## src/rtl/recorrido_der_izq_ctrl.sv

```systemverilog
// Bit-serial LSB->MSB unsigned comparator controller: scans one bit pair per clock.
// Result presented in DONE with valid/ack; the last differing bit scanned decides the ordering.
module recorrido_der_izq_ctrl #(
  parameter  int N  = 8,
  localparam int CW = $clog2(N)
) (
  input  logic          clk,
  input  logic          reset,
  input  logic          start,
  input  logic [N-1:0]  wordA,
  input  logic [N-1:0]  wordB,
  input  logic          ack,
  output logic          busy,
  output logic          valid,
  output logic          a_bit,
  output logic          b_bit,
  output logic [CW-1:0] bit_idx,
  output logic          gt,
  output logic          eq,
  output logic          lt
);

  typedef enum logic [1:0] {IDLE, SCAN, DONE} state_t;

  state_t        state_q, state_d;
  logic [N-1:0]  sha_q, sha_d;
  logic [N-1:0]  shb_q, shb_d;
  logic [CW-1:0] idx_q, idx_d;
  logic          gt_q, gt_d;
  logic          lt_q, lt_d;

  always_ff @(posedge clk or posedge reset) begin
    if (reset) begin
      state_q <= IDLE;
      sha_q   <= '0;
      shb_q   <= '0;
      idx_q   <= '0;
      gt_q    <= 1'b0;
      lt_q    <= 1'b0;
    end else begin
      state_q <= state_d;
      sha_q   <= sha_d;
      shb_q   <= shb_d;
      idx_q   <= idx_d;
      gt_q    <= gt_d;
      lt_q    <= lt_d;
    end
  end

  always_comb begin
    state_d = state_q;
    sha_d   = sha_q;
    shb_d   = shb_q;
    idx_d   = idx_q;
    gt_d    = gt_q;
    lt_d    = lt_q;
    case (state_q)
      IDLE: begin
        if (start) begin
          sha_d   = wordA;
          shb_d   = wordB;
          gt_d    = 1'b0;
          lt_d    = 1'b0;
          idx_d   = '0;
          state_d = SCAN;
        end
      end
      SCAN: begin
        // Later (more significant) differing bits overwrite earlier verdicts.
        if (sha_q[0] != shb_q[0]) begin
          gt_d = sha_q[0];
          lt_d = shb_q[0];
        end
        if (idx_q == CW'(N - 1)) begin
          sha_d   = '0;
          shb_d   = '0;
          idx_d   = '0;
          state_d = DONE;
        end else begin
          sha_d = sha_q >> 1;
          shb_d = shb_q >> 1;
          idx_d = idx_q + CW'(1);
        end
      end
      DONE: begin
        if (ack) state_d = IDLE;
      end
      default: state_d = IDLE;
    endcase
  end

  assign busy    = (state_q == SCAN);
  assign valid   = (state_q == DONE);
  assign a_bit   = sha_q[0];
  assign b_bit   = shb_q[0];
  assign bit_idx = idx_q;
  assign gt      = valid & gt_q;
  assign lt      = valid & lt_q;
  assign eq      = valid & ~gt_q & ~lt_q;

endmodule
```

## config.mk

```make
export PLATFORM = sky130hd
export DESIGN_NAME = recorrido_der_izq_ctrl
export DESIGN_NICKNAME = d
export VERILOG_FILES = /design/src/rtl/recorrido_der_izq_ctrl.sv
export SDC_FILE = /design/constraint.sdc
export NUM_CORES = 1
export LEC_CHECK = 0
export ABC_AREA = 1
export CAP_MARGIN = 10
export CELL_PAD_IN_SITES_DETAIL_PLACEMENT = 1
export CELL_PAD_IN_SITES_GLOBAL_PLACEMENT = 1
export CORE_ASPECT_RATIO = 1.4
export CORE_MARGIN = 1.5
export CORE_UTILIZATION = 32
export CTS_CLUSTER_DIAMETER = 200
export CTS_CLUSTER_SIZE = 25
export DETAILED_ROUTE_END_ITERATION = 12
export PLACE_DENSITY = 0.8
export SLEW_MARGIN = 30
export SYNTH_ARGS = -nofsm -noshare
export SYNTH_HDL_FRONTEND = slang
export SYNTH_SLANG_ARGS = --single-unit
```

## constraint.sdc

```tcl
create_clock -name clk -period 1.3 [get_ports clk]
set_input_delay 0.26 -clock clk [delete_from_list [all_inputs] [get_ports clk]]
set_output_delay 0.26 -clock clk [all_outputs]
set_load 0.1 [all_outputs]
```

==> summary.txt, run 1 <==
Outcome
  – Run status: complete, but fails checks
  – Failing checks: negative setup slack

Logic synthesis
  – Register bit count reported by yosys: 23
  – Synth Warn #: 0
  – Post-synthesis sequential area ratio: 45.7%
  – Post-synthesis cell area: between 1000 and 1500 um2
  – Avg Cell Area, Syn: 7.77 um2
  – Post-Synthesis Cells: 162
  – Yosys cell types: 19
  – Net count after synthesis: 184

Floorplanning
  – Placeable core area: 3710 um2
  – Rows: 26
  – Die area: between 4000 and 5000 um2
  – Top-level port count: 30
  – Die width: 56.0 um
  – Initial core utilization: 33.9%
  – Vert. Die Dim: 77.2 um

Worst setup path
  – Worst Path Required: 1.04 ns
  – Crit Path Category: flip-flop to output pin
  – Worst reg2reg path startpoint: state_q[0]$_DFFE_PP0P_
  – CP cell instances: nor2_4, inv_4, nor3_4, buf_12
  – Setup crit end kind: output pin
  – Arrival time of the worst setup path: ~1.3 ns
  – Worst reg2reg path depth: 8
  – CP Depth: 4
  – WP buf/inv: 2
  – Launching element of the worst setup path: state_q[0]$_DFFE_PP0P_
  – Worst Path Max Fanout: 4
  – Flop2flop setup slack: -0.24 ns
  – Startpoint Class: flip-flop
  – CP max stage cell: dfrtp_2
  – Crit-path leading delay family: flip-flops
  – Slowest stage delay, CP: approximately 0.44 ns

Power and ir drop
  – Power Total: roughly 5.2 mW
  – Seq pwr share: a little over a quarter
  – Pwr Density: approximately 2500 nW/um2
  – P_sw: 2.55 mW
  – VDD IR max: roughly 0.0023 V
  – Logic gate share of total power: 65.3%
  – Clock share of power: 8.8%
  – Sw Share: 48.9%
  – Static Leakage: 0.996 nW
  – Internal power: ~2.7 mW

Timing
  – Worst Clk Skew: approximately 0.0066 ns
  – Final hold violations: 0
  – Slew Viols, Final: 0
  – Fmax: 0.633 GHz
  – Slew at the pin closest to its max-slew limit: between 0.2 and 0.3 ns
  – Final WS setup: -0.279 ns
  – Final period util: 121%
  – RSZ-0062 raised after global routing: true
  – Fin Hold WS: 0.313 ns
  – Final min period: approximately 1.6 ns
  – Slew HR: 82.4%
  – Setup-failing EPs final: 29
  – Setup TNS: -4.83 ns

Clocking
  – Number of hold buffers added after CTS: 0
  – Clk_lat worst skew: between 0.2 and 0.3 ns
  – CTS Sinks: 23
  – Clock transition at path regs: 0.09 ns
  – Max clock buf depth: 2
  – CTS Buf Count: 3
  – Clock H-tree levels: 1
  – CTS tree: built
  – CTS root buffer: clkbuf_8

Detailed routing
  – DRC: 0
  – Vias per cell: 4.92
  – Final antenna-violating net count: 0
  – Drt pass-1 iters: 4
  – Wirelength per Cell: 16.5 um
  – Iter 0 DRT Violations: 21
  – DRT Wirelength: 4300 um
  – Vias: between 1k and 1.5k

Hold path
  – Min-Delay Path Class: input pin to asynchronous set/reset pin

Cells and area
  – Nets: 241
  – Antenna diodes: 0
  – Fillers: between 400 and 500
  – Multi-input logic area: 709 um2
  – Register area: ~590 um2
  – Final Core Density: 56.7%
  – Finished layout cell area: between 2000 and 2500 um2
  – Ratio of cells with drive above 1 in the final layout: 45.4%
  – P&R area growth vs syn: 67.2%

GRT
  – Vias in the first global route: 1445
  – GRT Total Usage: 20.8%
  – Initial antenna violation count: 0
  – First-pass GRT wire length: 6930 um
  – Largest net degree at the start of global routing: 24
  – Overflow after GRT: 0

Place
  – Port Buffers: 29
  – Area post-placement: 1870 um2
  – Hpwl dp: 2610 um
  – Placer Congestion: approximately 0.77

Job
  – Maxcap violations: 0
worst reg2reg max path: stages (launching register included):
cell and delay [ns]:
dfrtp_2 0.44, buf_4 0.15, buf_6 0.11, buf_4 0.13
o21ai_4 0.21, inv_2 0.09, buf_6 0.15, nand2_2 0.08
nand2_2 0.06
power by group through the flow:
stage                     clock, mW  sequential, mW  combinational, mW
after floorplan                   0            1.81               1.58
after global placement            0            1.33               2.84
after detailed placement          0            1.35               2.93
after CTS                     0.468            1.35               3.21
after global routing          0.491            1.39               3.68
final                         0.458            1.36               3.41
stage by stage:
| step | worst slack [ns] | std cells |
|---|---|---|
| 2_1_floorplan | -0.911 | 162 |
| 3_3_place_gp | -0.0133 | 241 |
| 3_5_place_dp | -0.0624 | 241 |
| 4_1_cts | -0.279 | 255 |
| 5_1_grt | -0.306 | 260 |
| 6_report | -0.279 | 260 |
cell usage after synthesis:
master     n  area [um2]
nand2_1   85         319
dfrtp_1   23         576
o21ai_2   11        96.3
inv_1      8        30.0
nand2_2    6        37.5
nand3_1    6        30.0
buf_4      4        30.0
nor2_1     4        15.0
o21ai_0    4        20.0
ha_1       2        25.0
buf_12     1        20.0
buf_6      1        11.3
clkbuf_8   1        13.8
clkinv_1   1        3.75
inv_2      1        3.75
nor2_4     1        11.3
nor3_1     1        5.00
o21ai_1    1        5.00
o22ai_1    1        6.26
timing repair:
| item | in CTS | in global routing |
|---|---|---|
| endpoints found under the setup margin | 23 | 29 |
| cloned | 2 | 0 |
| pin swaps | 4 | 5 |
| gates resized for setup | 16 | 12 |
| setup buffers | 9 | 7 |
state kept, by name, indices dropped and copies added (netlist names):
| name | count |
|---|---|
| gt_q | 1 |
| state_q | 2 |
| shb_q | 8 |
| bit_idx | 3 |
| lt_q | 1 |
| sha_q | 8 |
path summary, 6_finish.rpt:
kind                                          end
min in group clk             sha_q[4]$_DFFE_PP0P_
min                        bit_idx[1]$_DFFE_PP0P_
max reg2reg                  sha_q[6]$_DFFE_PP0P_
max in group asynchronous  bit_idx[0]$_DFFE_PP0P_
max                                            eq
min reg2reg                  sha_q[4]$_DFFE_PP0P_
placed cells by master, fill, tap and decap left out:
| cell | instances |
|---|---|
| buf_12 | 11 |
| buf_2 | 1 |
| buf_4 | 19 |
| buf_6 | 9 |
| clkbuf_1 | 1 |
| clkbuf_8 | 3 |
| clkdlybuf4s50_1 | 19 |
| clkinv_8 | 1 |
| dfrtp_1 | 19 |
| dfrtp_2 | 2 |
| dfrtp_4 | 2 |
| ha_4 | 2 |
| inv_1 | 5 |
| inv_2 | 3 |
| inv_4 | 1 |
| nand2_1 | 64 |
| nand2_2 | 25 |
| nand2_4 | 2 |
| nand3_1 | 4 |
| nand3_2 | 2 |
| nor2_1 | 1 |
| nor2_4 | 4 |
| nor3_4 | 1 |
| o21ai_1 | 5 |
| o21ai_2 | 10 |
| o21ai_4 | 1 |
| o22ai_1 | 1 |
cell type report:
type                    count  area share (%)
multi-input cells         122            33.7
clock buffers               4            2.14
inverters                  10            2.50
repair buffers             59            31.3
flip-flops and latches     23            27.8
well taps                  42            2.50
metal layers:
metal  up-vias  share of wire, %  GRT usage [%]
li1        615                 -              -
met1       626                38           21.9
met2        30                57           39.1
met3         8               3.2           2.87
met4         0               2.4           10.7
met5         -                 0              0
cell families (layout without fill, tap and decap cells):
group | Yosys count | in the layout | share of synthesized area [%]
simple gates | 103 | 103 | 33.2
fa+ha+maj | 2 | 2 | 1.99
buf+inv | 17 | 73 | 8.95
flops | 23 | 23 | 45.7
compound gates | 17 | 17 | 10.1
Power figures use the tool's default switching activity.
==> run 2: changes to the inputs <==
--- a/config.mk
+++ b/config.mk
@@ -5,13 +5,13 @@
 export SDC_FILE = /design/constraint.sdc
 export NUM_CORES = 1
 export LEC_CHECK = 0
-export ABC_AREA = 1
+export ABC_AREA = 0
 export CAP_MARGIN = 10
 export CELL_PAD_IN_SITES_DETAIL_PLACEMENT = 1
 export CELL_PAD_IN_SITES_GLOBAL_PLACEMENT = 1
 export CORE_ASPECT_RATIO = 1.4
 export CORE_MARGIN = 1.5
-export CORE_UTILIZATION = 32
+export CORE_UTILIZATION = 34
 export CTS_CLUSTER_DIAMETER = 200
 export CTS_CLUSTER_SIZE = 25
 export DETAILED_ROUTE_END_ITERATION = 12
==> run 2 against run 1 <==
Compared with the run above:
- sequential share of layout area down 0.31 points
- worst setup slack better by 0.028 ns
- clock skew hardly changed
- design area increased by 1.5%
- the flow still finishes with violations (negative setup slack)
- first-iteration DRC count down 48%
- critical endpoint is now shb_q[4]$_DFFE_PP0P_
- non-clock buffer count is 2 higher
==> summary.txt, run 2 <==
Outcome
  – Run status: complete, but fails checks
  – Failing checks: negative setup slack

Timing
  – Slew Viols, Final: 0 (unchanged)
  – Setup-failing EPs final: 28 (-3.4%)
  – RSZ-0062 raised after global routing: true
  – Setup TNS: -4.93 ns (-0.0998 ns)
  – Worst Clk Skew: 0.00672 ns (+0.000127 ns)
  – Final WS setup: -0.251 ns (+0.0281 ns)
  – Slew at the pin closest to its max-slew limit: 0.304 ns (+0.0401 ns)
  – Fmax: 0.645 GHz (+1.8%)
  – Slew HR: 79.7% (-2.7 points)
  – Final min period: 1.55 ns (-0.0281 ns)
  – Final period util: 119% (-2.2 points)
  – Final hold violations: 0 (unchanged)

Place
  – Hpwl dp: 2600 um (-0.38%)
  – Placer Congestion: 0.778 (+1.6%)
  – Area post-placement: 1860 um2 (-0.60%)
  – Port Buffers: 29 (unchanged)

Worst setup path
  – Startpoint Class: flip-flop
  – Worst reg2reg path startpoint: bit_idx[0]$_DFFE_PP0P_
  – Worst Path Max Fanout: 5 (+1)
  – Setup crit end kind: flip-flop
  – Arrival time of the worst setup path: 1.76 ns (+0.44 ns)
  – Worst reg2reg path depth: 6 (-2)
  – Worst Path Required: 1.51 ns (+0.47 ns)
  – Crit Path Category: flip-flop to flip-flop
  – Worst R2R End: shb_q[4]$_DFFE_PP0P_
  – Flop2flop setup slack: -0.25 ns (about the same)

Detailed routing
  – Final antenna-violating net count: 0 (unchanged)
  – Iter 0 DRT Violations: 11 (-48%)
  – Vias: 1151 (-10%)
  – Drt pass-1 iters: 3 (-1)
  – DRC: 0 (unchanged)
  – DRT Wirelength: 4210 um (-2.0%)
  – Wirelength per Cell: 19.1 um (+16%)
  – Vias per cell: 5.23 (+6.4%)

Clocking
  – Clk_lat worst skew: 0.28 ns (about the same)
  – Max clock buf depth: 2 (unchanged)
  – CTS root buffer: clkbuf_8
  – Clock transition at path regs: 0.09 ns (about the same)
  – CTS Buf Count: 3 (unchanged)
  – Clock H-tree levels: 1 (unchanged)
  – CTS Sinks: 23 (unchanged)
  – CTS tree: built

Cells and area
  – P&R area growth vs syn: 66.1%
  – Finished layout cell area: 2140 um2 (+1.5%)
  – Antenna diodes: 0 (unchanged)
  – Most frequent cells in the layout: 23 x buf_4, 19 x clkdlybuf4s50_1, 17 x nand2_1, 17 x dfrtp_1, 15 x o21ai_1
  – Final Core Density: 58.7% (+1.9 points)
  – Nets: 201 (-17%)
  – Most common cell after layout, fill and taps aside: buf_4
  – Ratio of cells with drive above 1 in the final layout: 43.3% (-2.2 points)
  – Fillers: 391 (-9.9%)

GRT
  – First-pass GRT wire length: 6070 um (-12%)
  – Overflow after GRT: 0 (unchanged)
  – Largest net degree at the start of global routing: 24 (unchanged)
  – Initial antenna violation count: 0 (unchanged)
  – Vias in the first global route: 1271 (-12%)
  – GRT Total Usage: 20.5% (-0.34 points)

Power and ir drop
  – VDD IR max: 0.00245 V (+5.5%)
  – Static Leakage: 0.913 nW (-8.4%)
  – Pwr Density: 2460 nW/um2 (-0.78%)
  – Power Total: 5.27 mW (+0.76%)

Logic synthesis
  – Post-synth ARST share: 100% (unchanged)
  – Top cells by area, synth: dfrtp_1 45%, and4bb_1 6.8%, buf_6 6.1%
  – Post-synthesis sequential area ratio: 44.7% (-0.98 points)
  – Ys flop type: dfrtp_1
  – Net count after synthesis: 145 (-21%)
  – Commonest cells in the netlist: 23 x dfrtp_1, 17 x nand2_1, 15 x a21oi_1
  – Post-synthesis cell area: 1290 um2 (+2.2%)
  – Register bit count reported by yosys: 23 (unchanged)
  – Top-area cell type share of the netlist area: 44.7% (-0.98 points)
  – Avg Cell Area, Syn: 10.5 um2 (+35%)
  – Post-Synthesis Cells: 123 (-24%)
  – Synth Warn #: 0 (unchanged)
  – Top-count cell post-synth: dfrtp_1
  – Post-synth EDFFs: 0 (unchanged)
  – Area leader, netlist: dfrtp_1
  – Yosys cell types: 28 (+9)

Floorplanning
  – Placeable core area: 3640 um2 (-1.8%)
  – Vert. Die Dim: 75.8 um (-1.9%)
  – Initial core utilization: 35.3% (+1.4 points)
  – Top-level port count: 30 (unchanged)
  – Rows: 26 (unchanged)
  – Die area: 4170 um2 (-3.6%)
  – Die width: 55.0 um (-1.8%)

Job
  – Maxcap violations: 0 (unchanged)

Hold path
  – Min-Delay Path Class: input pin to asynchronous set/reset pin
## run 2: cell types whose count changed after synthesis, moves of 3 or more
cell      change
a21oi_1      +15
a22o_1        +3
and4bb_1      +7
and4bb_2      +4
buf_6         +6
inv_1         -3
nand2_1      -68
nand2_2       -6
nand3_1       -6
nor2b_1       +3
o21ai_0       +4
o21ai_1       +7
o21ai_2      -11
## run 2: where the power goes
part | total [mW] | internal [mW] | switching [mW]
sequential | 1.33 | 1.04 | 0.294
clock | 0.477 | 0.218 | 0.259
combinational | 3.46 | 1.69 | 1.77
total | 5.27 | 2.94 | 2.32
## run 2: worst max path at each step
| stage | start | depth (start not counted) | to | slack [ns] |
|---|---|---|---|---|
| 3_3_place_gp | start | 5 | sha_q[7]$_DFFE_PP0P_ | -0.10 |
| 6_report | bit_idx[0]$_DFFE_PP0P_ | 6 | shb_q[4]$_DFFE_PP0P_ | -0.25 |
| 4_1_cts | state_q[0]$_DFFE_PP0P_ | 4 | gt | -0.25 |
| 2_1_floorplan | state_q[0]$_DFFE_PP0P_ | 4 | gt | -0.42 |
| 5_1_grt | state_q[0]$_DFFE_PP0P_ | 4 | lt | -0.30 |
| 3_5_place_dp | start | 5 | shb_q[7]$_DFFE_PP0P_ | -0.21 |
## run 2: cells by family after synthesis
| kind of cell | synth area share, % |
|---|---|
| muxes | 0.778 |
| and+or+nand+nor | 23.5 |
| AOI/OAI and AO/OA | 19.1 |
| buffers and inverters | 9.14 |
| adders and majority gates | 2.72 |
| DFF | 44.7 |
## run 2: what timing repair did
action | 4_1_cts | 5_1_grt
buffers inserted | 8 | 7
gates cloned | 1 | 0
gates resized for setup | 14 | 13
pin swaps | 4 | 6
hold buffers | 0 | 0
setup endpoints to repair | 22 | 30
## run 2: final cells by class
type	count	area (um2)	share of cell area (%)
clock inverters	1	7.51	0.351
flip-flops and latches	23	588	27.5
clock buffers	3	41.3	1.93
well taps	42	52.6	2.46
repair buffers	61	703	32.9
multi-input cells	85	713	33.4
inverters	5	31.3	1.46
## run 2: per-layer routing
metal | up-vias | share of wire, % | track usage, % | wire length [um]
li1 | 547 | - | - | -
met1 | 572 | 41 | 25.3 | 1730
met2 | 21 | 54 | 35.6 | 2270
met3 | 11 | 2.3 | 2.55 | 98
met4 | 0 | 2.8 | 7.59 | 120
met5 | - | 0 | 0 | 0
## run 2: metrics by stage
| step | instances | hold slack [ns] | worst slack (ns) |
|---|---|---|---|
| global placement | 202 | 0.460 | -0.102 |
| global route | 220 | 0.360 | -0.305 |
| CTS | 215 | 0.339 | -0.253 |
| finish | 220 | 0.333 | -0.251 |
| detailed placement | 202 | 0.476 | -0.214 |
| floorplan | 123 | 0.262 | -0.422 |
## run 2: worst max-delay path, stage by stage, from the launching register on
cell	delay (ns)
dfrtp_4	0.51
ha_4	0.18
ha_4	0.19
buf_6	0.13
and4bb_1	0.28
a21oi_1	0.07
o21ai_1	0.13
==> run 3: changes to the inputs <==
--- a/config.mk
+++ b/config.mk
@@ -16,6 +16,7 @@
 export CTS_CLUSTER_SIZE = 25
 export DETAILED_ROUTE_END_ITERATION = 12
 export PLACE_DENSITY = 0.8
+export RECOVER_POWER = 100
 export SLEW_MARGIN = 30
 export SYNTH_ARGS = -nofsm -noshare
 export SYNTH_HDL_FRONTEND = slang
==> run 3 against run 2 <==
Compared with the run above:
- the flow still finishes with violations (negative setup slack)
- critical endpoint unchanged
- register-to-register slack hardly changed
- cell count stayed put
- die area stayed put
- largest cell class unchanged
- via count stayed put
- critical path depth stayed put
- worst setup slack hardly changed
==> summary.txt, run 3 (same netlist as run 2, synthesis figures left out) <==
Timing
  – RSZ-0062 raised after global routing: true
  – Slew HR: 60.5% (-19 points)
  – Setup-failing EPs final: 28 (unchanged)
  – Final WS setup: -0.251 ns (-0.00000500 ns)
  – Fmax: 0.645 GHz (about the same)
  – Final min period: 1.55 ns (+0.00000500 ns)
  – Slew at the pin closest to its max-slew limit: 0.592 ns (+0.288 ns)
  – Slew Viols, Final: 0 (unchanged)
  – Final period util: 119% (about the same)
  – Final hold violations: 0 (unchanged)
  – Worst Clk Skew: 0.00672 ns (-0.00000366 ns)

Outcome
  – Run status: complete, but fails checks
  – Failing checks: negative setup slack

Power and ir drop
  – Power Total: 5.25 mW (-0.25%)
  – Pwr Density: 2470 nW/um2 (about the same)
  – Static Leakage: 0.917 nW (+0.36%)
  – VDD IR max: 0.00245 V (-0.23%)

Worst setup path
  – Worst Path Max Fanout: 5 (unchanged)
  – Worst Path Required: 1.51 ns (about the same)
  – Most used cell, CP: ha_4
  – Slowest stage delay, CP: 0.51 ns (about the same)
  – Setup crit end kind: flip-flop
  – Arrival time of the worst setup path: 1.76 ns (about the same)
  – CP cell instances: ha_4, ha_4, buf_6, and4bb_1, a21oi_1, o21ai_1
  – Startpoint Class: flip-flop
  – Crit Path Category: flip-flop to flip-flop
  – CP max stage cell: dfrtp_4
  – Worst reg2reg path depth: 6 (unchanged)

Floorplanning
  – Vert. Die Dim: 75.8 um (unchanged)
  – Rows: 26 (unchanged)
  – Initial core utilization: 35.3% (unchanged)
  – Top-level port count: 30 (unchanged)
  – Die width: 55.0 um (unchanged)
  – Die area: 4170 um2 (unchanged)
  – Placeable core area: 3640 um2 (unchanged)

Detailed routing
  – DRT Wirelength: 4210 um (about the same)
  – Wirelength per Cell: 19.1 um (about the same)
  – Vias: 1151 (unchanged)
  – Drt pass-1 iters: 3 (unchanged)
  – DRC: 0 (unchanged)
  – Final antenna-violating net count: 0 (unchanged)
  – Vias per cell: 5.23 (unchanged)
  – Iter 0 DRT Violations: 11 (unchanged)

GRT
  – Initial antenna violation count: 0 (unchanged)
  – First-pass GRT wire length: 6070 um (unchanged)
  – GRT Total Usage: 20.5% (unchanged)
  – Vias in the first global route: 1271 (unchanged)
  – Largest net degree at the start of global routing: 24 (unchanged)
  – Overflow after GRT: 0 (unchanged)

Clocking
  – Clock transition at path regs: 0.09 ns (about the same)
  – CTS Sinks: 23 (unchanged)
  – Clock H-tree levels: 1 (unchanged)
  – Number of hold buffers added after CTS: 0 (unchanged)
  – CTS root buffer: clkbuf_8
  – Clk_lat worst skew: 0.28 ns (about the same)
  – CTS Buf Count: 3 (unchanged)
  – Max clock buf depth: 2 (unchanged)
  – CTS tree: built

Place
  – Placer Congestion: 0.778 (unchanged)
  – Hpwl dp: 2600 um (unchanged)
  – Area post-placement: 1860 um2 (unchanged)
  – Placed Cells: 202 (unchanged)
  – Port Buffers: 29 (unchanged)

Cells and area
  – Final Instance Count excl. Fillers: 220 (unchanged)
  – Multi-input logic area: 713 um2 (unchanged)
  – P&R area growth vs syn: 65.7%
  – Antenna diodes: 0 (unchanged)
  – Ratio of cells with drive above 1 in the final layout: 41.6% (-1.7 points)
  – Most frequent cells in the layout: 22 x buf_4, 20 x dfrtp_1, 18 x clkdlybuf4s50_1
  – Nets: 201 (unchanged)
  – Fillers: 395 (+1.0%)
  – Register area: 584 um2 (-0.64%)
  – Final Core Density: 58.5% (-0.17 points)
  – Most common cell after layout, fill and taps aside: buf_4
  – Finished layout cell area: 2130 um2 (-0.29%)

Hold path
  – Min-Delay Path Class: flip-flop to flip-flop
  – WHS Path Cells: 2

Job
  – Maxcap violations: 0 (unchanged)
run 3: changes by cell type in the layout (fill, tap and decap cells not counted), sizes merged:
cell / delta
buf: -1
clkbuf: +1
clkdlybuf4s50: -1
dlygate4sd3: +1
run 3: final timing paths:
path	startpoint	endpoint	slack (ns)
max in group asynchronous	reset	bit_idx[1]$_DFFE_PP0P_	0.28
setup / recovery	bit_idx[0]$_DFFE_PP0P_	shb_q[4]$_DFFE_PP0P_	-0.25
min in group asynchronous	reset	shb_q[7]$_DFFE_PP0P_	0.57
hold / removal	shb_q[3]$_DFFE_PP0P_	shb_q[3]$_DFFE_PP0P_	0.50
setup reg to reg	bit_idx[0]$_DFFE_PP0P_	shb_q[4]$_DFFE_PP0P_	-0.25
hold reg to reg	shb_q[3]$_DFFE_PP0P_	shb_q[3]$_DFFE_PP0P_	0.50
run 3: stage by stage:
stage                     setup slack [ns]  TNS, ns  hold slack, ns
after floorplan                     -0.422    -5.43           0.262
after global placement              -0.102    -1.34           0.460
after detailed placement            -0.214    -2.33           0.476
after CTS                           -0.253    -4.50           0.339
after global routing                -0.305    -6.02           0.537
final                               -0.251    -4.92           0.497
run 3: cell type report:
type	count	area share, %
multi-input cells	85	33.5
inverters	5	1.47
flip-flops and latches	23	27.4
repair buffers	61	32.9
well taps	42	2.47
clock inverters	1	0.352
clock buffers	3	1.94
run 3: timing repair:
item,CTS,global route
endpoints found under the setup margin,22,30
gates resized for setup,14,13
gates cloned,1,0
pin swaps,4,6
buffers inserted,8,7
run 3: power breakdown:
group / switching (mW) / internal [mW]
clock network: 0.259 / 0.218
registers: 0.294 / 1.03
logic: 1.77 / 1.68
total: 2.32 / 2.93
run 3: worst max-delay path: cells and delay by family, from the launching register on:
kind	cells	cell delay (ns)
AOI/OAI and AO/OA	2	0.20
buffers and inverters	1	0.13
and+or+nand+nor	1	0.28
adders and majority gates	2	0.37
DFF	1	0.51
run 3: layer usage:
layer | up-vias | wire length, um | global-route usage, %
met1 | 572 | 1730 | 25.3
met2 | 21 | 2270 | 35.6
met4 | 0 | 120 | 7.59
li1 | 547 | - | -
met3 | 11 | 98 | 2.55
met5 | - | 0 | 0
